[config.mk]
export PLATFORM = sky130hd
export DESIGN_NAME = jts16_layer_mux
export DESIGN_NICKNAME = d
export VERILOG_FILES = /design/src/rtl/jts16_layer_mux.sv
export SDC_FILE = /design/constraint.sdc
export NUM_CORES = 1
export LEC_CHECK = 0
export ABC_AREA = 1
export BUFFER_PORTS_ARGS = -buffer_cell sky130_fd_sc_hd__clkbuf_2
export CELL_PAD_IN_SITES_DETAIL_PLACEMENT = 0
export CELL_PAD_IN_SITES_GLOBAL_PLACEMENT = 2
export CORE_MARGIN = 4
export CORE_UTILIZATION = 29
export CTS_CLUSTER_DIAMETER = 150
export DETAILED_ROUTE_END_ITERATION = 10
export HOLD_SLACK_MARGIN = 0.12
export PLACE_DENSITY = 0.72
export SYNTH_ARGS = -nofsm -noshare
export SYNTH_HDL_FRONTEND = slang
export SYNTH_SLANG_ARGS = --single-unit
[constraint.sdc]
create_clock -name clk -period 4.49 [get_ports clk]
set_clock_uncertainty 0.1 [all_clocks]
set_input_delay 0.449 -clock clk [delete_from_list [all_inputs] [get_ports clk]]
set_output_delay 0.449 -clock clk [all_outputs]
set_load 0.03 [all_outputs]
[src/rtl/jts16_layer_mux.sv]
// Layer priority mixer: resolves N layer pixels into one palette index plus shadow strobe,
// with blanking kept aligned to the two-stage pipeline and a per-frame win counter for debug.
module jts16_layer_mux #(
    parameter int          LAYERS   = 4,
    parameter int          PXLW     = 11,
    parameter int          PRIOW    = 2,
    parameter int unsigned BG_COLOR = 0
) (
    input  logic                    clk,
    input  logic                    rst,
    input  logic                    pxl_cen,
    input  logic [LAYERS*PXLW-1:0]  lyr_pxl,
    input  logic [LAYERS*PRIOW-1:0] lyr_prio,
    input  logic [LAYERS-1:0]       lyr_shd,
    input  logic [LAYERS-1:0]       lyr_en,
    input  logic                    solo_en,
    input  logic [2:0]              solo_sel,
    input  logic                    preLHBL,
    input  logic                    preLVBL,
    input  logic [2:0]              st_sel,
    output logic [PXLW-1:0]         pal_addr,
    output logic                    shadow,
    output logic                    LHBL,
    output logic                    LVBL,
    output logic [15:0]             st_count
);

    // Stage 1 state
    logic [LAYERS-1:0]       col_q, col_d;
    logic [LAYERS-1:0]       shc_q, shc_d;
    logic [LAYERS*PRIOW-1:0] prio_q;
    logic [LAYERS*PXLW-1:0]  pxl_q;
    logic                    hbl_q, vbl_q;

    // Stage 2 state
    logic [PXLW-1:0]         pal_q, pal_d;
    logic                    shadow_q, shadow_d;
    logic                    lhbl_q, lvbl_q;

    // Hit counter
    logic [15:0]             cnt_q, cnt_d;
    logic [15:0]             st_count_q, st_count_d;

    // Winner resolution over stage-1 registers
    logic                    win_vld;
    logic [2:0]              win_idx;
    logic [PRIOW-1:0]        win_prio;
    logic [PXLW-1:0]         win_pxl;
    logic                    shd_hit;
    logic                    active;
    logic                    lvbl_fall;

    always_comb begin
        col_d = '0;
        shc_d = '0;
        for (int unsigned k = 0; k < LAYERS; k++) begin
            if (lyr_pxl[k*PXLW +: 4] != 4'd0 && lyr_en[k] &&
                (!solo_en || solo_sel == 3'(k))) begin
                col_d[k] = !lyr_shd[k];
                shc_d[k] =  lyr_shd[k];
            end
        end
    end

    // Ascending scan with >= lets the higher index take priority ties.
    always_comb begin
        win_vld  = 1'b0;
        win_idx  = '0;
        win_prio = '0;
        win_pxl  = PXLW'(BG_COLOR);
        for (int unsigned k = 0; k < LAYERS; k++) begin
            if (col_q[k] && prio_q[k*PRIOW +: PRIOW] >= win_prio) begin
                win_vld  = 1'b1;
                win_idx  = 3'(k);
                win_prio = prio_q[k*PRIOW +: PRIOW];
                win_pxl  = pxl_q[k*PXLW +: PXLW];
            end
        end
    end

    always_comb begin
        shd_hit = 1'b0;
        for (int unsigned k = 0; k < LAYERS; k++) begin
            if (shc_q[k] && prio_q[k*PRIOW +: PRIOW] >= win_prio) begin
                shd_hit = 1'b1;
            end
        end
    end

    assign active    = hbl_q && vbl_q;
    assign lvbl_fall = lvbl_q && !vbl_q;

    always_comb begin
        pal_d    = active ? win_pxl : '0;
        shadow_d = active && shd_hit;
    end

    // st_sel outside the layer range can never match win_idx, so it never counts.
    always_comb begin
        cnt_d      = cnt_q;
        st_count_d = st_count_q;
        if (lvbl_fall) begin
            st_count_d = cnt_q;
            cnt_d      = '0;
        end else if (active && win_vld && win_idx == st_sel && cnt_q != 16'hFFFF) begin
            cnt_d = cnt_q + 16'd1;
        end
    end

    always_ff @(posedge clk or posedge rst) begin
        if (rst) begin
            col_q      <= '0;
            shc_q      <= '0;
            prio_q     <= '0;
            pxl_q      <= '0;
            hbl_q      <= 1'b0;
            vbl_q      <= 1'b0;
            pal_q      <= '0;
            shadow_q   <= 1'b0;
            lhbl_q     <= 1'b0;
            lvbl_q     <= 1'b0;
            cnt_q      <= '0;
            st_count_q <= '0;
        end else if (pxl_cen) begin
            col_q      <= col_d;
            shc_q      <= shc_d;
            prio_q     <= lyr_prio;
            pxl_q      <= lyr_pxl;
            hbl_q      <= preLHBL;
            vbl_q      <= preLVBL;
            pal_q      <= pal_d;
            shadow_q   <= shadow_d;
            lhbl_q     <= hbl_q;
            lvbl_q     <= vbl_q;
            cnt_q      <= cnt_d;
            st_count_q <= st_count_d;
        end
    end

    assign pal_addr = pal_q;
    assign shadow   = shadow_q;
    assign LHBL     = lhbl_q;
    assign LVBL     = lvbl_q;
    assign st_count = st_count_q;

endmodule

==> flow_metrics.py <==
metrics = {
    "status": {
        "status": "finished clean",
    },
    "power": {
        "powerDensity_nw_per_um2": 352,
        "peakVddDrop_v": 0.000193,
        "p_leak_nw": 3.34,
    },
    "critical_path": {
        "r2r_cells": 33,
        "setup.worst_path.class": "reg -> reg",
        "critPathCaptureType": "flip-flop",
        "worstReg2RegEnd": "shadow",
        "critPathMaxFanout": 4,
        "crit_top_cell": "nand2_1",
        "crit_required_ns": 4.62,
        "max_stage_delay_ns": 0.39,
        "cp.arrival_ns": 4.12,
        "crit_end": "shadow",
        "timing.rr.start": "col_q[0]",
        "startpoint_type": "flip-flop",
        "cp_slowest_cell": "dfrtp_1",
        "r2r_slack_ns": 0.51,
        "crit_start": "col_q[0]",
    },
    "cells_and_area": {
        "regArea_um2": 2700,
        "final_area_um2": 6490,
        "multi_input_area_um2": 2360,
        "fillCellCount": 1908,
        "nets": 839,
        "area_growth_pct": 19.7,
        "n_antenna_cell": 0,
        "fin_util_pct": 35.7,
        "drive_above_1_share_pct": 21.1,
    },
    "synthesis": {
        "yosysWarnings": 0,
        "synth_top_area_share_pct": 49.8,
        "netlist_area_um2": 5430,
        "syn-num-nets": 748,
        "synth-seq-area-share_pct": 49.8,
        "async_flop_share_pct": 100,
        "synth_commonest_cells": "nand2_1 (217), dfrtp_1 (108), o21ai_0 (72)",
        "synth_edf_count": 0,
        "synth.area.top_cells": "dfrtp_1 (50%), nand2_1 (15%), o21ai_0 (6.6%)",
        "syn_inst": 667,
        "synth_ff_type": "dfrtp_1",
        "avgSynthCellArea_um2": 8.13,
        "ys_ff_latch": 108,
        "yosysMostFrequentCell": "nand2_1",
        "synth_cell_types": 33,
        "yosys.area.top_type": "dfrtp_1",
    },
    "die": {
        "initial_utilization_pct": 29.8,
        "rows": 49,
        "coreArea_um2": 18200,
        "dieArea_um2": 21000,
        "die-height_um": 145,
        "ios": 102,
        "die_w_um": 145,
    },
    "routing": {
        "ant_nets": 0,
        "drtPass1Iterations": 4,
        "route.detailed.drc": 0,
        "drt_iter0_markers": 231,
        "vias": 4548,
        "avgRoutedWirePerCell_um": 15.3,
        "routed_wirelength_um": 15100,
        "routed_via_density": 4.59,
    },
    "global_route": {
        "grtUsageTotal_pct": 15.1,
        "overflow": 0,
        "grt_antenna_before_repair": 0,
        "grt_pass1_wl_um": 24900,
        "grt_max_degree": 82,
        "grt_pass1_vias": 4688,
    },
    "timing": {
        "tightestPinTransition_ns": 1.03,
        "holdWs_ns": 0.195,
        "period_needed_ns": 3.98,
        "finalHoldViolations": 0,
        "maxSlewHeadroom_pct": 31.2,
        "min_period_over_period_pct": 88.7,
        "slew_viol_final": 0,
        "rsz0062_at_grt": "false",
        "finalSetupViolations": 0,
        "fin_tns_setup_ns": 0,
        "fmax_ghz": 0.251,
    },
    "placement": {
        "port_buffers": 101,
        "dpl_cell_area_um2": 6150,
        "gp_congestion": 0.794,
        "dp_hpwl_um": 11000,
    },
    "worst_hold_path": {
        "hp-class": "in -> reg",
        "hp-start": "lyr_pxl[17]",
    },
    "job": {
        "cap_violations": 0,
    },
    "clocking": {
        "numCtsBuffers": 9,
        "clkLatencyLatePin_ns": 0.35,
        "htreeDepth": 3,
        "cts_max_path_buffers": 2,
        "cts.sink_count": 108,
        "cts-root-buf": "clkbuf_16",
        "cts_tree": "done",
        "cts_post_setup_buffers_inserted": 0,
        "clk_pin_slew_ns": 0.08,
    },
}
worst min path at each step:
stage	to	slack, ns	cells past startpoint
2_1_floorplan	pxl_q[21]	0.34	2
3_3_place_gp	pxl_q[32]	0.35	2
3_5_place_dp	pxl_q[19]	0.36	2
4_1_cts	pxl_q[17]	0.19	3
5_1_grt	pxl_q[16]	0.19	3
6_report	pxl_q[17]	0.20	3
worst max-delay path: cells and delay by family (launching register included):
family | cells | cell delay (ns)
buffers and inverters | 5 | 0.31
adders and majority gates | 4 | 1.02
and+or+nand+nor | 18 | 1.43
AOI/OAI and AO/OA | 6 | 0.62
DFF | 1 | 0.39
stage by stage:
step                worst slack [ns]  instances  power (mW)
floorplan                      0.225        667        1.31
global placement               0.279        976        1.44
detailed placement             0.151        976        1.44
CTS                            0.150        991        2.31
global route                  0.0429        991        2.41
finish                         0.507        991        2.29
layout make-up:
type | count | share of cell area, %
flip-flops and latches | 108 | 41.6
multi-input cells | 462 | 36.3
repair buffers | 110 | 8.88
well taps | 229 | 4.41
inverters | 67 | 3.91
clock buffers | 12 | 3.80
clock inverters | 3 | 1.06
power breakdown:
| group | internal [mW] | total (mW) | leakage [nW] | switching [mW] |
|---|---|---|---|---|
| logic | 0.113 | 0.341 | 1.79 | 0.228 |
| clock network | 0.505 | 0.869 | 0.153 | 0.364 |
| registers | 1.04 | 1.08 | 1.40 | 0.0392 |
sequential cells by signal, summed over array words and instances, names as in the netlist:
name and cells:
LHBL 1, LVBL 1, cnt_q 16, col_q 4
hbl_q 1, pal_addr 11, prio_q 8, pxl_q 44
shadow 1, shc_q 4, st_count 16, vbl_q 1
logic make-up (layout without fill, tap and decap cells):
family | count (synthesis) | after routing | share of synthesized area (%)
adder cells (fa/ha/maj) | 9 | 9 | 2.08
multiplexers | 3 | 3 | 0.623
flip-flops | 108 | 108 | 49.8
AO/OA/AOI/OAI | 110 | 110 | 11.9
XOR/XNOR | 11 | 11 | 1.78
AND/OR/NAND/NOR | 329 | 329 | 26.7
buffers and inverters | 97 | 192 | 7.13
placed cells by master (no fill, tap or decap), types with 3 or more instances in the layout:
cell,synthesis,routed
buf_4,1,8
clkbuf_16,0,9
clkbuf_2,0,100
dfrtp_1,108,108
ha_1,9,9
inv_1,63,61
inv_2,4,5
mux2_2,3,3
nand2_1,217,217
nand2_2,14,14
nand2_4,4,3
nand3_1,37,37
nor2_1,30,30
nor3_1,5,5
nor4_1,7,7
o211ai_1,31,31
o21ai_0,72,68
o41ai_1,3,3
xor2_1,10,10
layer usage:
layer / track usage, % / up-vias / routed length [um]
li1: - / 2346 / -
met1: 21.3 / 2116 / 7480
met2: 24.0 / 79 / 7020
met3: 3.55 / 7 / 532
met4: 2.50 / 0 / 92
met5: 0 / - / 0
what timing repair did:
action / 4_1_cts / 5_1_grt
gates resized for setup: 0 / 10
endpoints found under the setup margin: 0 / 16
hold buffers: 0 / 0
(Power assumes the default switching activity.)
